[src/rtl/ysyx_mem_arb_if.sv]
// Bus bundle between the IFU/LSU requesters, the arbiter and the memory port.
// slave is the arbiter view; master is the requester/memory side.
interface ysyx_mem_arb_if #(
    parameter int BIT_W = 32
);
    logic             ifu_avalid;
    logic [BIT_W-1:0] ifu_addr;
    logic             ifu_rvalid_o;
    logic [BIT_W-1:0] ifu_rdata_o;
    logic             ifu_err_o;

    logic             lsu_avalid;
    logic [BIT_W-1:0] lsu_addr;
    logic             lsu_wen;
    logic [BIT_W-1:0] lsu_wdata;
    logic             lsu_rvalid_o;
    logic             lsu_wready_o;
    logic [BIT_W-1:0] lsu_rdata_o;
    logic             lsu_err_o;

    logic             mem_avalid_o;
    logic [BIT_W-1:0] mem_addr_o;
    logic             mem_wen_o;
    logic [BIT_W-1:0] mem_wdata_o;
    logic             mem_rvalid;
    logic             mem_wready;
    logic [BIT_W-1:0] mem_rdata;

    modport slave (
        input  ifu_avalid, ifu_addr,
        output ifu_rvalid_o, ifu_rdata_o, ifu_err_o,
        input  lsu_avalid, lsu_addr, lsu_wen, lsu_wdata,
        output lsu_rvalid_o, lsu_wready_o, lsu_rdata_o, lsu_err_o,
        output mem_avalid_o, mem_addr_o, mem_wen_o, mem_wdata_o,
        input  mem_rvalid, mem_wready, mem_rdata
    );

    modport master (
        output ifu_avalid, ifu_addr,
        input  ifu_rvalid_o, ifu_rdata_o, ifu_err_o,
        output lsu_avalid, lsu_addr, lsu_wen, lsu_wdata,
        input  lsu_rvalid_o, lsu_wready_o, lsu_rdata_o, lsu_err_o,
        input  mem_avalid_o, mem_addr_o, mem_wen_o, mem_wdata_o,
        output mem_rvalid, mem_wready, mem_rdata
    );
endinterface

[src/rtl/ysyx_mem_arb.sv]
// IFU/LSU single-port memory arbiter: LSU priority with an IFU
// anti-starvation cap, one outstanding transaction, response watchdog.
module ysyx_mem_arb #(
    parameter int BIT_W          = 32,
    parameter int LSU_MAX_STREAK = 4,
    parameter int TIMEOUT_CYC    = 255
) (
    input logic            clk,
    input logic            rst,
    ysyx_mem_arb_if.slave  bus
);
    localparam logic [1:0] IDLE     = 2'd0;
    localparam logic [1:0] IFU_BUSY = 2'd1;
    localparam logic [1:0] LSU_BUSY = 2'd2;

    localparam logic [2:0] STREAK_MAX = 3'(LSU_MAX_STREAK);
    localparam bit         TMO_EN     = (TIMEOUT_CYC != 0);
    localparam logic [7:0] TMO_LAST   = 8'(TIMEOUT_CYC - 1);

    logic [1:0]       state_q, state_d;
    logic [2:0]       streak_q, streak_d;
    logic [7:0]       timer_q, timer_d;
    logic [BIT_W-1:0] addr_q, addr_d;
    logic [BIT_W-1:0] wdata_q, wdata_d;
    logic             wen_q, wen_d;

    logic ifu_busy, lsu_busy, busy;
    logic done, tmo, resp;
    logic gnt_ifu, gnt_lsu;

    assign ifu_busy = (state_q == IFU_BUSY);
    assign lsu_busy = (state_q == LSU_BUSY);
    assign busy     = ifu_busy | lsu_busy;

    // Only the strobe matching the transaction direction completes it.
    assign done = (ifu_busy & bus.mem_rvalid)
                | (lsu_busy & (wen_q ? bus.mem_wready : bus.mem_rvalid));
    assign tmo  = busy & TMO_EN & (timer_q == TMO_LAST) & ~done;
    assign resp = done | tmo;

    always_comb begin
        gnt_ifu = 1'b0;
        gnt_lsu = 1'b0;
        if (state_q == IDLE) begin
            if (bus.ifu_avalid &&
                (!bus.lsu_avalid || streak_q == STREAK_MAX))
                gnt_ifu = 1'b1;
            else if (bus.lsu_avalid)
                gnt_lsu = 1'b1;
        end
    end

    always_comb begin
        state_d  = state_q;
        streak_d = streak_q;
        timer_d  = timer_q;
        addr_d   = addr_q;
        wdata_d  = wdata_q;
        wen_d    = wen_q;
        case (state_q)
            IDLE: begin
                if (gnt_lsu) begin
                    state_d  = LSU_BUSY;
                    addr_d   = bus.lsu_addr;
                    wen_d    = bus.lsu_wen;
                    wdata_d  = bus.lsu_wdata;
                    timer_d  = 8'd0;
                    if (!bus.ifu_avalid)
                        streak_d = 3'd0;
                    else if (streak_q != 3'd7)
                        streak_d = streak_q + 3'd1;
                end else if (gnt_ifu) begin
                    state_d  = IFU_BUSY;
                    addr_d   = bus.ifu_addr;
                    wen_d    = 1'b0;
                    wdata_d  = '0;
                    timer_d  = 8'd0;
                    streak_d = 3'd0;
                end
            end
            IFU_BUSY, LSU_BUSY: begin
                if (resp)
                    state_d = IDLE;
                else if (TMO_EN)
                    timer_d = timer_q + 8'd1;
            end
            default: state_d = IDLE;
        endcase
    end

    always_ff @(posedge clk or posedge rst) begin
        if (rst) begin
            state_q  <= IDLE;
            streak_q <= 3'd0;
            timer_q  <= 8'd0;
            addr_q   <= '0;
            wdata_q  <= '0;
            wen_q    <= 1'b0;
        end else begin
            state_q  <= state_d;
            streak_q <= streak_d;
            timer_q  <= timer_d;
            addr_q   <= addr_d;
            wdata_q  <= wdata_d;
            wen_q    <= wen_d;
        end
    end

    assign bus.mem_avalid_o = busy;
    assign bus.mem_addr_o   = addr_q;
    assign bus.mem_wen_o    = busy & wen_q;
    assign bus.mem_wdata_o  = wdata_q;

    assign bus.ifu_rvalid_o = ifu_busy & resp;
    assign bus.ifu_err_o    = ifu_busy & tmo;
    assign bus.ifu_rdata_o  = (ifu_busy & done) ? bus.mem_rdata : '0;

    assign bus.lsu_rvalid_o = lsu_busy & ~wen_q & resp;
    assign bus.lsu_wready_o = lsu_busy & wen_q & resp;
    assign bus.lsu_err_o    = lsu_busy & tmo;
    assign bus.lsu_rdata_o  = (lsu_busy & ~wen_q & done) ? bus.mem_rdata : '0;
endmodule

[src/flat_wrapper.sv]
// flat-port wrapper written by rule: the top's interface ports become plain ports
module ysyx_mem_arb_flat 
#(
    parameter int BIT_W          = 32,
    parameter int LSU_MAX_STREAK = 4,
    parameter int TIMEOUT_CYC    = 255
)
  (clk, rst, bus_ifu_avalid, bus_ifu_addr, bus_ifu_rvalid_o, bus_ifu_rdata_o, bus_ifu_err_o, bus_lsu_avalid, bus_lsu_addr, bus_lsu_wen, bus_lsu_wdata, bus_lsu_rvalid_o, bus_lsu_wready_o, bus_lsu_rdata_o, bus_lsu_err_o, bus_mem_avalid_o, bus_mem_addr_o, bus_mem_wen_o, bus_mem_wdata_o, bus_mem_rvalid, bus_mem_wready, bus_mem_rdata);
  ysyx_mem_arb_if #(.BIT_W(BIT_W)) bus_i ();
  input logic clk;
  input logic rst;
  input wire logic [$bits(bus_i.ifu_avalid)-1:0] bus_ifu_avalid;
  input wire logic [$bits(bus_i.ifu_addr)-1:0] bus_ifu_addr;
  output wire logic [$bits(bus_i.ifu_rvalid_o)-1:0] bus_ifu_rvalid_o;
  output wire logic [$bits(bus_i.ifu_rdata_o)-1:0] bus_ifu_rdata_o;
  output wire logic [$bits(bus_i.ifu_err_o)-1:0] bus_ifu_err_o;
  input wire logic [$bits(bus_i.lsu_avalid)-1:0] bus_lsu_avalid;
  input wire logic [$bits(bus_i.lsu_addr)-1:0] bus_lsu_addr;
  input wire logic [$bits(bus_i.lsu_wen)-1:0] bus_lsu_wen;
  input wire logic [$bits(bus_i.lsu_wdata)-1:0] bus_lsu_wdata;
  output wire logic [$bits(bus_i.lsu_rvalid_o)-1:0] bus_lsu_rvalid_o;
  output wire logic [$bits(bus_i.lsu_wready_o)-1:0] bus_lsu_wready_o;
  output wire logic [$bits(bus_i.lsu_rdata_o)-1:0] bus_lsu_rdata_o;
  output wire logic [$bits(bus_i.lsu_err_o)-1:0] bus_lsu_err_o;
  output wire logic [$bits(bus_i.mem_avalid_o)-1:0] bus_mem_avalid_o;
  output wire logic [$bits(bus_i.mem_addr_o)-1:0] bus_mem_addr_o;
  output wire logic [$bits(bus_i.mem_wen_o)-1:0] bus_mem_wen_o;
  output wire logic [$bits(bus_i.mem_wdata_o)-1:0] bus_mem_wdata_o;
  input wire logic [$bits(bus_i.mem_rvalid)-1:0] bus_mem_rvalid;
  input wire logic [$bits(bus_i.mem_wready)-1:0] bus_mem_wready;
  input wire logic [$bits(bus_i.mem_rdata)-1:0] bus_mem_rdata;
  assign bus_i.ifu_avalid = bus_ifu_avalid;
  assign bus_i.ifu_addr = bus_ifu_addr;
  assign bus_ifu_rvalid_o = bus_i.ifu_rvalid_o;
  assign bus_ifu_rdata_o = bus_i.ifu_rdata_o;
  assign bus_ifu_err_o = bus_i.ifu_err_o;
  assign bus_i.lsu_avalid = bus_lsu_avalid;
  assign bus_i.lsu_addr = bus_lsu_addr;
  assign bus_i.lsu_wen = bus_lsu_wen;
  assign bus_i.lsu_wdata = bus_lsu_wdata;
  assign bus_lsu_rvalid_o = bus_i.lsu_rvalid_o;
  assign bus_lsu_wready_o = bus_i.lsu_wready_o;
  assign bus_lsu_rdata_o = bus_i.lsu_rdata_o;
  assign bus_lsu_err_o = bus_i.lsu_err_o;
  assign bus_mem_avalid_o = bus_i.mem_avalid_o;
  assign bus_mem_addr_o = bus_i.mem_addr_o;
  assign bus_mem_wen_o = bus_i.mem_wen_o;
  assign bus_mem_wdata_o = bus_i.mem_wdata_o;
  assign bus_i.mem_rvalid = bus_mem_rvalid;
  assign bus_i.mem_wready = bus_mem_wready;
  assign bus_i.mem_rdata = bus_mem_rdata;
  ysyx_mem_arb #(.BIT_W(BIT_W), .LSU_MAX_STREAK(LSU_MAX_STREAK), .TIMEOUT_CYC(TIMEOUT_CYC)) u_core (.clk(clk), .rst(rst), .bus(bus_i));
endmodule
[config.mk]
export PLATFORM = sky130hd
export DESIGN_NAME = ysyx_mem_arb_flat
export DESIGN_NICKNAME = d
export VERILOG_FILES = /design/src/rtl/ysyx_mem_arb_if.sv /design/src/rtl/ysyx_mem_arb.sv /design/src/flat_wrapper.sv
export SDC_FILE = /design/constraint.sdc
export NUM_CORES = 1
export LEC_CHECK = 0
export ABC_CLOCK_PERIOD_IN_PS = 3100
export BUFFER_PORTS_ARGS = -buffer_cell sky130_fd_sc_hd__buf_2
export CORE_AREA = 8 8 146 80
export CTS_CLUSTER_SIZE = 14
export DETAILED_ROUTE_END_ITERATION = 12
export DIE_AREA = 0 0 154 88
export PLACE_DENSITY_LB_ADDON = 0.15
export SYNTH_ARGS = -nofsm -noshare
export SYNTH_HDL_FRONTEND = slang
export SYNTH_SLANG_ARGS = --single-unit
[constraint.sdc]
create_clock -name clk -period 3.1 [get_ports clk]
set_clock_uncertainty 0.2 [all_clocks]
set_input_delay 0.31 -clock clk [delete_from_list [all_inputs] [get_ports clk]]
set_output_delay 0.31 -clock clk [all_outputs]
set_load 0.01 [all_outputs]
==> results.md <==
* Status: completed
* Final period util at 90.60%
* CP startpoint kind: register
* PostCTS Resize Cnt at 0
* Detailed Routing Iterations Pass 1 at 5
* Rows at 26
* Num CTS Buffers at 9
* Crit-path cells: inv_1 -> ha_1 -> nand2_1 -> a31oi_4 -> buf_4 -> buf_4 -> a22oi_1 -> dlygate4sd3_1 -> nand2_1
* Synth area leader: dfrtp_1
* Tmin final at 2.809 ns
* Worst Setup EP: u_core.bus.mem_addr_o[7]$_DFFE_PP0P_
* Num ports at 270
* Finished Cell Area at 0.006032 mm^2
* Post-CTS Setup Inserts at 0
* CP max-delay cell: dlygate4sd3_1
* Mapped Area at 0.003934 mm^2
* Area share of the largest cell type after synthesis at 49.62%
* Crit Path Class: reg2reg
* Synth top area cells: dfrtp_1 50%, and3_1 10%, a22o_1 8.2%
* Vias in the first global route at 4,312
* Hold Fails Final Rpt at 0
* R2R Setup Slk at 0.29 ns
* Worst Setup SP: u_core.state_q[0]$_DFFE_PP0P_
* DRT iter0 DRCs at 240
* Hold_buf cts at 25
* Final #Nets at 828
* Clock latency on the worst-skew pair at 0.33 ns
* Max Clk Rate at 356.1 MHz
* H-tree depth at 3
* GR Overflow Total at 0
* FFs w/ async S/R, synth at 100.0%
* Worst-Margin Slew at 0.7008 ns
* Global-route usage over all layers at 20.54%
* Avg WL per Cell at 17.59 um
* Arrival time worst endpoint at 2.88 ns
* Slew Limit Fails at 0
* CP endpoint kind: register
* GRT busiest layer: met2
* Sequential fraction of the synthesis area at 49.62%
* Post-synthesis cell count at 398
* Peak supply drop at 0.0003224 V
* Number of flops mapped to enable cells by yosys at 0
* Core area at 0.009727 mm^2
* Clock Sinks at 78
* # setup viols final at 0
* Filler cells at 832
* Routed Antenna Nets at 0
* Worst r2r path cells at 9
* Post-route DRC violation count at 0
* Placed inst area at 0.005406 mm^2
* Largest net degree at the start of global routing at 68
* TritonCTS clock tree: yes
* Top_reg_cell synth: dfrtp_1
* Wire length of the first global-routing pass at 22.58 mm
* Mapped Nets at 542
* Met2 GRT Util at 35.21%
* Area Overhead vs Synth at 53.34%
* WL final at 14.34 mm
* Die height at 88 um
* Met3 Usage GRT at 7.927%
* GR Util met1 at 24.55%
* Hold Path Class: in2reg
* Via count at 4,194
* Dpl hpwl at 10.80 mm
* DR vias/cell at 5.146
* RR Endpoint: u_core.bus.mem_addr_o[7]$_DFFE_PP0P_
* Launch point of the worst reg-to-reg path: u_core.state_q[0]$_DFFE_PP0P_
* Synth Register Bits at 78
* Root Buffer Master: clkbuf_16
* Antenna violations before repair at 0
* Die width at 154 um
* Setup TNS at 0 ns
* Synthesis warning total at 0
* Port bufs at 269
* Slew HR at 53.28%
* RSZ-0062 raised after global routing: false
* Max FO, Critical Path at 41
* Share of cells above drive strength 1 at 44.56%
* CTS Buffer Depth at 2
* Pleak at 3.628 nW
* Die area at 0.01355 mm^2
* Placer congestion estimate at 0.8424
* Distinct cells, synth at 42
* Pwr dens at 856.4 mW/mm^2
* Starting Density at 40.44%
* Reg clk slew, reported paths at 0.06 ns
* Diode count at 0
* CP max stage delay at 0.58 ns
* Critical Path RT at 3.17 ns
* MaxCap Viol Count at 0
* Synth Area per Inst at 9.884 um^2
worst max-delay path, delay by kind of cell, from the launching register on:
family	cells	cell delay (ns)
buffers and inverters	4	1.45
DFF	1	0.41
AOI/OAI and AO/OA	2	0.34
adders and majority gates	1	0.18
and+or+nand+nor	2	0.16
per-stage QoR:
| step | cells | total power (W) | hold slack (ns) | util (%) | worst slack, ns |
|---|---|---|---|---|---|
| 2_1_floorplan | 398 | 0.002991 | 0.2381 | - | 0.5950 |
| 3_3_place_gp | 772 | 0.003860 | 0.2028 | 55.58 | 0.7703 |
| 3_5_place_dp | 772 | 0.003924 | 0.2066 | 55.58 | 0.7071 |
| 4_1_cts | 813 | 0.005217 | 0.0006473 | 61.81 | 0.2851 |
| 5_1_grt | 815 | 0.005550 | 0.0007757 | 62.01 | 0.1130 |
| 6_report | 815 | 0.005166 | 0.008817 | 62.01 | 0.2915 |
power breakdown:
part,internal [W],switching [W],leakage [nW]
Combinational,0.000930,0.00130,2.47
Clock,0.000815,0.000410,0.174
Sequential,0.00145,0.000265,0.983
per-layer routing:
layer / vias to the layer above / wire, um / part of all wire (%)
li1: 2013 / - / -
met1: 2021 / 6058 / 42
met2: 156 / 7095 / 49
met3: 4 / 1128 / 7.9
met4: 0 / 52 / 0.36
met5: - / 0 / 0
how the worst min path moves through the flow:
stage / start / to / slack (ns) / cells after the start
after floorplan: bus_ifu_addr[0] / u_core.bus.mem_addr_o[0]$_DFFE_PP0P_ / 0.24 / 2
after global placement: rst / u_core.bus.mem_wdata_o[0]$_DFFE_PP0P_ / 0.20 / 2
after global routing: bus_lsu_wdata[9] / u_core.bus.mem_wdata_o[9]$_DFFE_PP0P_ / 0.0008 / 2
after detailed placement: rst / u_core.bus.mem_wdata_o[6]$_DFFE_PP0P_ / 0.21 / 2
final: bus_ifu_addr[15] / u_core.bus.mem_addr_o[15]$_DFFE_PP0P_ / 0.009 / 3
after CTS: bus_ifu_addr[15] / u_core.bus.mem_addr_o[15]$_DFFE_PP0P_ / 0.0006 / 3
state kept, by name, indices dropped and copies added (netlist names):
name,flops
u_core.bus.mem_addr_o,32
u_core.bus.mem_wdata_o,32
u_core.state_q,2
u_core.streak_q,3
u_core.timer_q,8
u_core.wen_q,1
cell usage in the layout (no fill, tap or decap), drive strengths merged, types with 6 or more instances in the layout:
cell / n
a22o: 37
nand3: 6
o21ai: 6
nor2: 7
inv: 11
ha: 9
dlygate4sd3: 27
clkbuf: 10
a22oi: 32
and3: 66
buf: 278
dfrtp: 78
nand2: 79
layout make-up:
type | instances | area (um^2) | share of cell area [%]
timing repair buffer | 305 | 1684 | 27.92
multi-input combinational | 280 | 1844 | 30.57
clock inverter | 6 | 116.4 | 1.929
sequential | 78 | 1952 | 32.36
clock buffer | 10 | 239.0 | 3.962
tap | 126 | 157.7 | 2.614
inverter | 10 | 38.79 | 0.6430
Yosys cell counts, types with 2 or more instances:
master	number
a22oi_1	32
nor2b_1	2
nor3_1	3
buf_2	9
a22o_1	37
inv_1	10
nor2_1	7
clkbuf_1	21
nand3_1	6
a32o_1	2
and2_1	4
nand2_1	79
dfrtp_1	78
ha_1	9
a21oi_1	2
o21ai_0	5
a21o_1	2
and3_1	66
cell families (layout without fill, tap and decap cells):
logic type / count (synthesis) / after routing / synth area share [%]
compound gates: 94 / 94 / 20.01
fa+ha+maj: 9 / 9 / 2.863
buf+inv: 40 / 331 / 4.103
flops: 78 / 78 / 49.62
simple gates: 177 / 177 / 23.41
No activity file was read; power rests on OpenSTA's default activity.
